## config.mk

```make
export PLATFORM = sky130hd
export DESIGN_NAME = poly_mau_result_sink_flat
export DESIGN_NICKNAME = d
export VERILOG_FILES = /design/src/rtl/poly_mau_result_sink_if.sv /design/src/rtl/poly_mau_result_sink.sv /design/src/flat_wrapper.sv
export SDC_FILE = /design/constraint.sdc
export NUM_CORES = 1
export LEC_CHECK = 0
export BUFFER_PORTS_ARGS = -buffer_cell sky130_fd_sc_hd__buf_2
export CORE_ASPECT_RATIO = 1.1
export CORE_UTILIZATION = 50
export CTS_BUF_LIST = sky130_fd_sc_hd__clkbuf_16
export CTS_CLUSTER_DIAMETER = 30
export DETAILED_ROUTE_END_ITERATION = 8
export GPL_ROUTABILITY_DRIVEN = 1
export PLACE_DENSITY_LB_ADDON = 0.25
export SYNTH_ARGS = -nofsm -noshare
export SYNTH_HDL_FRONTEND = slang
export SYNTH_SLANG_ARGS = --single-unit
```

## constraint.sdc

```tcl
create_clock -name clk -period 5.8 [get_ports clk]
set_clock_uncertainty 0.1 [all_clocks]
set_input_delay 0.29 -clock clk [delete_from_list [all_inputs] [get_ports clk]]
set_output_delay 0.29 -clock clk [all_outputs]
set_load 0.02 [all_outputs]
```

## src/rtl/poly_mau_result_sink_if.sv

```systemverilog
// Beat input from POLY_MAU and write port toward the coefficient RAM.
// The master view belongs to the result sink; the slave view belongs to the surrounding pipeline and RAM.
interface poly_mau_result_sink_if #(
  parameter int DATA_W = 24,
  parameter int ADDR_W = 8
);
  logic                poly_valid;
  logic [DATA_W-1:0]   poly_mau_o0;
  logic [DATA_W-1:0]   poly_mau_o1;
  logic                ram_wr_en;
  logic [ADDR_W-1:0]   ram_wr_addr;
  logic [2*DATA_W-1:0] ram_wr_data;
  logic                ram_wr_ready;

  modport master (
    input  poly_valid, poly_mau_o0, poly_mau_o1, ram_wr_ready,
    output ram_wr_en, ram_wr_addr, ram_wr_data
  );

  modport slave (
    output poly_valid, poly_mau_o0, poly_mau_o1, ram_wr_ready,
    input  ram_wr_en, ram_wr_addr, ram_wr_data
  );
endinterface

```

## src/rtl/poly_mau_result_sink.sv

```systemverilog
// Collects POLY_MAU result beats into an elastic FIFO and writes them as packed words to consecutive RAM addresses.
// state   | meaning
// IDLE    | waiting for start; beats ignored
// CAPTURE | counting and buffering beats until len reached
// DRAIN   | beats ignored; emptying FIFO into RAM
// DONE    | one-cycle completion pulse
module poly_mau_result_sink #(
  parameter int DATA_W     = 24,
  parameter int ADDR_W     = 8,
  parameter int FIFO_DEPTH = 4
) (
  input  logic                   clk,
  input  logic                   rst_n,
  input  logic                   start,
  input  logic [ADDR_W-1:0]      cfg_base,
  input  logic [ADDR_W:0]        cfg_len,
  poly_mau_result_sink_if.master bus,
  output logic                   busy,
  output logic                   done,
  output logic                   overflow,
  output logic [ADDR_W:0]        beat_cnt
);
  localparam int PTR_W = $clog2(FIFO_DEPTH);
  localparam int CNT_W = PTR_W + 1;

  typedef enum logic [1:0] {S_IDLE, S_CAPTURE, S_DRAIN, S_DONE} state_t;

  state_t state, state_nxt;

  logic [2*DATA_W-1:0] mem [FIFO_DEPTH];
  logic [PTR_W-1:0]    rd_ptr, wr_ptr;
  logic [CNT_W-1:0]    fifo_cnt;
  logic [ADDR_W:0]     len_q;
  logic [ADDR_W:0]     beat_nxt;
  logic [ADDR_W-1:0]   wr_addr;
  logic fifo_empty, fifo_full, pop, push_req, push, drop, start_ok, last_beat;

  assign fifo_empty = (fifo_cnt == '0);
  assign fifo_full  = (fifo_cnt == CNT_W'(FIFO_DEPTH));
  assign pop        = !fifo_empty && bus.ram_wr_ready;
  assign push_req   = (state == S_CAPTURE) && bus.poly_valid;
  // A full FIFO still accepts a beat when its head leaves in the same cycle.
  assign push       = push_req && (!fifo_full || pop);
  assign drop       = push_req && fifo_full && !pop;
  assign start_ok   = start && (state == S_IDLE);
  assign beat_nxt   = beat_cnt + (ADDR_W+1)'(1);
  assign last_beat  = push_req && (beat_nxt == len_q);

  assign bus.ram_wr_en   = !fifo_empty;
  assign bus.ram_wr_addr = wr_addr;
  assign bus.ram_wr_data = mem[rd_ptr];

  always_ff @(posedge clk or negedge rst_n) begin
    if (!rst_n) state <= S_IDLE;
    else        state <= state_nxt;
  end

  always_comb begin
    state_nxt = state;
    unique case (state)
      S_IDLE:    if (start) state_nxt = (cfg_len == '0) ? S_DONE : S_CAPTURE;
      S_CAPTURE: if (last_beat) state_nxt = S_DRAIN;
      // Leave as the last write is accepted so DONE lines up with the FIFO going empty.
      S_DRAIN:   if (fifo_empty || (fifo_cnt == CNT_W'(1) && pop)) state_nxt = S_DONE;
      S_DONE:    state_nxt = S_IDLE;
      default:   state_nxt = S_IDLE;
    endcase
  end

  always_comb begin
    busy = 1'b0;
    done = 1'b0;
    unique case (state)
      S_CAPTURE, S_DRAIN: busy = 1'b1;
      S_DONE:             done = 1'b1;
      default: ;
    endcase
  end

  always_ff @(posedge clk or negedge rst_n) begin
    if (!rst_n) begin
      for (int i = 0; i < FIFO_DEPTH; i++) mem[i] <= '0;
      rd_ptr   <= '0;
      wr_ptr   <= '0;
      fifo_cnt <= '0;
    end else begin
      if (push) begin
        mem[wr_ptr] <= {bus.poly_mau_o1, bus.poly_mau_o0};
        wr_ptr      <= wr_ptr + 1'b1;
      end
      if (pop) rd_ptr <= rd_ptr + 1'b1;
      case ({push, pop})
        2'b10:   fifo_cnt <= fifo_cnt + CNT_W'(1);
        2'b01:   fifo_cnt <= fifo_cnt - CNT_W'(1);
        default: ;
      endcase
    end
  end

  always_ff @(posedge clk or negedge rst_n) begin
    if (!rst_n) begin
      len_q    <= '0;
      beat_cnt <= '0;
      overflow <= 1'b0;
      wr_addr  <= '0;
    end else if (start_ok) begin
      len_q    <= cfg_len;
      beat_cnt <= '0;
      overflow <= 1'b0;
      wr_addr  <= cfg_base;
    end else begin
      if (push_req) beat_cnt <= beat_nxt;
      if (drop)     overflow <= 1'b1;
      if (pop)      wr_addr  <= wr_addr + 1'b1;
    end
  end
endmodule
```

## src/flat_wrapper.sv

```systemverilog
// flat-port wrapper written by rule: the top's interface ports become plain ports
module poly_mau_result_sink_flat 
#(
  parameter int DATA_W     = 24,
  parameter int ADDR_W     = 8,
  parameter int FIFO_DEPTH = 4
)
  (clk, rst_n, start, cfg_base, cfg_len, busy, done, overflow, beat_cnt, bus_poly_valid, bus_poly_mau_o0, bus_poly_mau_o1, bus_ram_wr_ready, bus_ram_wr_en, bus_ram_wr_addr, bus_ram_wr_data);
  poly_mau_result_sink_if #(.DATA_W(DATA_W), .ADDR_W(ADDR_W)) bus_i ();
  input  logic clk;
  input  logic rst_n;
  input  logic start;
  input  logic [ADDR_W-1:0] cfg_base;
  input  logic [ADDR_W:0] cfg_len;
  output logic busy;
  output logic done;
  output logic overflow;
  output logic [ADDR_W:0] beat_cnt;
  input wire logic [$bits(bus_i.poly_valid)-1:0] bus_poly_valid;
  input wire logic [$bits(bus_i.poly_mau_o0)-1:0] bus_poly_mau_o0;
  input wire logic [$bits(bus_i.poly_mau_o1)-1:0] bus_poly_mau_o1;
  input wire logic [$bits(bus_i.ram_wr_ready)-1:0] bus_ram_wr_ready;
  output wire logic [$bits(bus_i.ram_wr_en)-1:0] bus_ram_wr_en;
  output wire logic [$bits(bus_i.ram_wr_addr)-1:0] bus_ram_wr_addr;
  output wire logic [$bits(bus_i.ram_wr_data)-1:0] bus_ram_wr_data;
  assign bus_i.poly_valid = bus_poly_valid;
  assign bus_i.poly_mau_o0 = bus_poly_mau_o0;
  assign bus_i.poly_mau_o1 = bus_poly_mau_o1;
  assign bus_i.ram_wr_ready = bus_ram_wr_ready;
  assign bus_ram_wr_en = bus_i.ram_wr_en;
  assign bus_ram_wr_addr = bus_i.ram_wr_addr;
  assign bus_ram_wr_data = bus_i.ram_wr_data;
  poly_mau_result_sink #(.DATA_W(DATA_W), .ADDR_W(ADDR_W), .FIFO_DEPTH(FIFO_DEPTH)) u_core (.clk(clk), .rst_n(rst_n), .start(start), .cfg_base(cfg_base), .cfg_len(cfg_len), .bus(bus_i), .busy(busy), .done(done), .overflow(overflow), .beat_cnt(beat_cnt));
endmodule
```

# == Yosys cells after proc, flatten, opt, wreduce, memory -nomap -nowiden ==
# Cells that the tools add are included.
# op_classes
muxes,20
order_cmp,3
reduce_logical,23
n_bitwise,2
n_eq_ne,11
addsub,6
# op_table
cell,n
$bwmux 192,1
$mux 48,3
$bmux 48 s2,1
$demux 48 s2,1
$mux 9,2
$mux 8,2
$add 9x1->9 const B,1
$eq 9x9->1,1
$logic_and 1x1->1,9
$logic_not 9->1,1
$add 8x1->8 const B,1
$mux 2,4
$pmux 2 s4,1
$reduce_bool 2->1,4
$eq 2x2->1 const B,3
$ge 3x3->1 const B,2
$not 2->3,2
$pmux 3 s2,1
$add 2x1->2 const B,2
$eq 2x1->1 const B,2
$mux 1,4
$ne 2x1->1 const B,2
$add 3x1->3 const B,1
$eq 3x1->1 const B,1
other kinds (10),13
# word_totals
ff_bits,228

# == Longest topological paths before layout ==
# depth
word_depth,7
depth_mapped,10
depth_no_buf,10

# == Least setup slack after synthesis ==
# Ideal clock, no wire load.
# synth_timing
kind,reg2reg
start,register u_core.beat_cnt[1]
end,register u_core.state[0]
path_stages_with_launch,10
arrival_ns,2.083
path_slack_ns,3.491
path_buffers,1
synth_period_minus_slack_ns,2.309
path_cell_list,dfrtp_1 > ha_1 > buf_6 > xor3_1 > nor3_2 > o21ai_1 > o311a_1 > o41ai_2 > nand3_1 > mux2i_1
# synth_via
elab_chain_len,5
# synth_rtl
item,line_no,rtl
from (decl),poly_mau_result_sink.sv:21,output logic [ADDR_W:0] beat_cnt
from (signal assigned),poly_mau_result_sink.sv:112,if (push_req) beat_cnt <= beat_nxt;
$add 9x1->9,poly_mau_result_sink.sv:46,assign beat_nxt = beat_cnt + (ADDR_W+1)'(1);
$eq 9x9->1,poly_mau_result_sink.sv:47,assign last_beat = push_req && (beat_nxt == len_q);
$logic_and 1x1->1,poly_mau_result_sink.sv:47,
$ne 2x1->1 (no line),--,
$reduce_and 3->1 (no line),--,
to (signal assigned),poly_mau_result_sink.sv:55,else state <= state_nxt;
to (decl),poly_mau_result_sink.sv:28,"state_t state, state_nxt;"
# No other way between the ends.
# A chain may end at the register's enable or synchronous reset.

# == Worst setup path after layout ==
# layout_timing
start,register u_core.rd_ptr[0]
end,output port bus_ram_wr_data[33]
# layout_via
elab_chain_len,4
# layout_rtl
item,line_no,rtl
from (decl),poly_mau_result_sink.sv:31,"logic [PTR_W-1:0] rd_ptr, wr_ptr;"
from (signal assigned),poly_mau_result_sink.sv:91,if (pop) rd_ptr <= rd_ptr + 1'b1;
$not 2->3 (not written as such),poly_mau_result_sink.sv:51,assign bus.ram_wr_data = mem[rd_ptr];
$bmux 48 s2,poly_mau_result_sink.sv:51,
$mux 48 (not written as such) (2 in series),poly_mau_result_sink.sv:51,
to (decl),flat_wrapper.sv:25,output wire logic [$bits(bus_i.ram_wr_data)-1:0] bus_ram_wr_data;
# No other way between the ends. The select of a mux whose other input is x is not followed.

==> results.yml <==
die:
  start_util_pct: 50.8
  die_w_um: 140
  die_area_mm2: 0.0214
  num_io_pins: 139
  rows: 55
  die_y_um: 153
  core_mm2: 0.0205
clock_network:
  ctsRootBufferMaster: "clkbuf_16"
  cts_setup_buffers: 0
  clockBufferDepth: 3
  clk_pin_slew_ps: 50
  h-tree-depth: 2
  clock_latency_ps: 510
  clock_sinks: 228
  cts_buffers: 42
  cts_tree: "done"
timing:
  finalHoldViolCount: 0
  fmax_mhz: 346
  fin_crit_sh_pct: 49.8
  max_slew_margin_pct: 23.8
  setup_tns_ps: 0
  drv_slew: 0
  finalCriticalPeriod_ps: 2890
  worstMarginPinSlew_ps: 1140
  setup_viol: 0
  rsz0062_at_grt: "false"
yosys:
  syn-num-nets: 795
  synthCells: 709
  synth_edf_count: 0
  synth.cell_area_mm2: 0.0104
  seq_area_frac_synth_pct: 54.8
  synth_top_area_share_pct: 54.8
  yosys-top-cells-area: "dfrtp_1 55%, mux2_2 21%, mux4_2 10%"
  synth.largest_area_cell: "dfrtp_1"
  synthDistinctLibCells: 42
  synth_area_per_cell_um2: 14.7
  yosys_most_used_dff: "dfrtp_1"
  synthArstFlopShare_pct: 100
  synth_warnings: 0
  ys_ff_latch: 228
critical_path:
  crit_slowest_cell: "dfrtp_4"
  regToRegStartpoint: "u_core.state[1]"
  path_cells: "mux4_2 -> buf_2"
  crit_buf_inv: 1
  startpoint_type: "register"
  critical_path_class: "register to primary output"
  required_ps: 5410
  cp_max_fo: 50
  critPathArrivalTime_ps: 2500
  worst_setup_path_end_kind: "primary output"
  worstReg2RegEnd: "u_core.mem[105]"
  cp_top_family: "flip-flops"
  reg2reg_depth: 7
  rrSetupSlack_ps: 3090
  slowest_delay_ps: 1110
power_and_ir_drop:
  internal_power_w: 0.00563
  worst_ir_drop_vdd_mv: 0.429
  swShare_pct: 33.4
  p_clk_share_pct: 30.4
  p_seq_share_pct: 34.3
  power_frac_comb_pct: 35.4
  p_switching_w: 0.00282
  power_density_mw_per_mm2: 627
  p_leak_nw: 6.15
grt:
  grtUsageTotal_pct: 22.3
  first_global_vias: 7425
  grt_overflow: 0
  grt_max_degree: 96
  antenna_found_initial: 0
  grt_first_pass_wirelength_um: 37800
drt:
  final_antenna_net_count: 0
  route.detailed.drc: 0
  wirelength_um: 22700
  avgRoutedWirePerCell_um: 18.7
  first_pass_iters: 6
  viasPerCell: 5.48
  drt_iter0_drc: 248
  vias: 6649
place:
  dp_hpwl_um: 13700
  io_buffers: 138
  place_congestion: 0.862
  place_inst: 1068
job:
  maxCapViolCount: 0
hold_path:
  hold_path.class: "input port to register"
  hold_end: "u_core.overflow"
  min_from: "bus_ram_wr_ready"
  holdPathStages: 4
final_layout:
  multi_input_area_mm2: 0.00448
  nets: 1009
  drive_above_1_share_pct: 49.2
  stdcell_count: 1213
  antennaDiodeCount: 0
  ff_latch_area_mm2: 0.00571
  fill_cells: 1491
  syn2layout_area_growth_pct: 29.5
status:
  outcome: "finished, final reports clean"
## sequential cells by signal, indices dropped and copies added, names as in the netlist
name and flops:
u_core.mem 192, u_core.beat_cnt 9, u_core.len_q 9, u_core.bus.ram_wr_addr 8, u_core.fifo_cnt 3, u_core.rd_ptr 2, u_core.state 2, u_core.wr_ptr 2
u_core.overflow 1
## metal layers
layer	part of all wire (%)	wire, um	vias up	global-route usage, %
li1	-	-	3026	-
met2	52	11900	169	39.2
met4	1.5	343	0	6.54
met1	42	9440	3418	27.7
met3	4.5	1010	36	4.48
met5	0	0	-	0
## kinds of logic after synthesis
kind of cell	after synthesis	share of synthesized area, %
xor gates and xnor gates	28	2.50
and+or+nand+nor	106	4.94
AOI/OAI and AO/OA	36	2.04
muxes	244	31.5
adders and majority gates	16	1.92
DFF	228	54.8
buffers and inverters	51	2.25
## synth_stat cells (3+ instances only)
cell / count
o21ai_0: 18
xor2_1: 14
dfrtp_1: 228
nor3_1: 8
a31oi_1: 3
nand2_1: 53
or3_1: 4
ha_1: 16
buf_1: 4
mux2i_1: 4
mux2_2: 192
clkbuf_1: 16
nand3_1: 5
mux4_2: 48
inv_1: 9
buf_2: 19
nand4_1: 4
and2_1: 3
xnor2_1: 13
a21oi_1: 8
nor2_1: 13
## power groups by stage
stage / combinational [W] / sequential, W / clock [W]
after floorplan: 0.00231 / 0.00269 / 0
after global placement: 0.00289 / 0.00283 / 0
after detailed placement: 0.00298 / 0.00292 / 0
after CTS: 0.00303 / 0.00291 / 0.00261
after global routing: 0.00321 / 0.00300 / 0.00269
final: 0.00299 / 0.00290 / 0.00257
## worst reg2reg max path: stages, from the launching register on
cell and delay [ps]:
dfrtp_1 380, inv_1 100, ha_1 260, nand2_1 360
nor2_2 200, nand2_2 100, buf_4 590, mux2_2 490
## worst max-delay path by stage
stage	endpoint	cells past startpoint	slack (ps)	startpoint
floorplan	u_core.state[0]	9	3490	u_core.beat_cnt[1]
global placement	u_core.mem[69]	7	3160	u_core.state[1]
detailed placement	u_core.mem[172]	7	3100	u_core.state[1]
CTS	bus_ram_wr_data[33]	2	2820	u_core.rd_ptr[0]
global route	bus_ram_wr_data[0]	2	2720	u_core.rd_ptr[0]
finish	bus_ram_wr_data[33]	2	2910	u_core.rd_ptr[0]
## area by class of cell
type                       count  share of cell area, %
inverter                       9                  0.251
multi-input combinational    430                   33.2
sequential                   228                   42.4
clock inverter                36                   3.42
clock buffer                  42                   7.80
tap                          256                   2.38
timing repair buffer         212                   10.6
## what timing repair did
item,4_1_cts,5_1_grt
hold buffers,67,0
gates resized for setup,0,0
hold endpoints to repair,304,0
## stage by stage
step           area (um2)  util, %  total power (W)  setup slack (ps)  hold WS, ps
2_1_floorplan       10400        -          0.00500              3490         -106
3_3_place_gp        11300     55.1          0.00573              3160          227
3_5_place_dp        11300     55.1          0.00590              3100          251
4_1_cts             13500     65.7          0.00855              2820         81.3
5_1_grt             13500     65.7          0.00890              2720          129
6_report            13500     65.7          0.00845              2910          103
## layout by cell type (no fill, tap or decap), types with 3 or more instances in the layout
| master | netlist | final |
|---|---|---|
| dfrtp_1 | 228 | 226 |
| mux2_2 | 192 | 192 |
| buf_2 | 19 | 137 |
| dlygate4sd3_1 | 0 | 67 |
| nand2_1 | 53 | 49 |
| mux4_2 | 48 | 48 |
| clkbuf_16 | 0 | 42 |
| o21ai_0 | 18 | 18 |
| ha_1 | 16 | 16 |
| xor2_1 | 14 | 14 |
| nor2_1 | 13 | 13 |
| xnor2_1 | 13 | 13 |
| inv_1 | 9 | 12 |
| inv_6 | 0 | 11 |
| a21oi_1 | 8 | 8 |
| nor3_1 | 8 | 8 |
| bufinv_16 | 0 | 8 |
| buf_4 | 1 | 7 |
| clkinv_4 | 0 | 6 |
| nand3_1 | 5 | 5 |
| nand2_2 | 0 | 4 |
| nand4_1 | 4 | 4 |
| or3_1 | 4 | 4 |
| mux2i_1 | 4 | 4 |
| clkinvlp_4 | 0 | 4 |
| and2_1 | 3 | 3 |
| a31oi_1 | 3 | 3 |
Power figures use the tool's default switching activity.
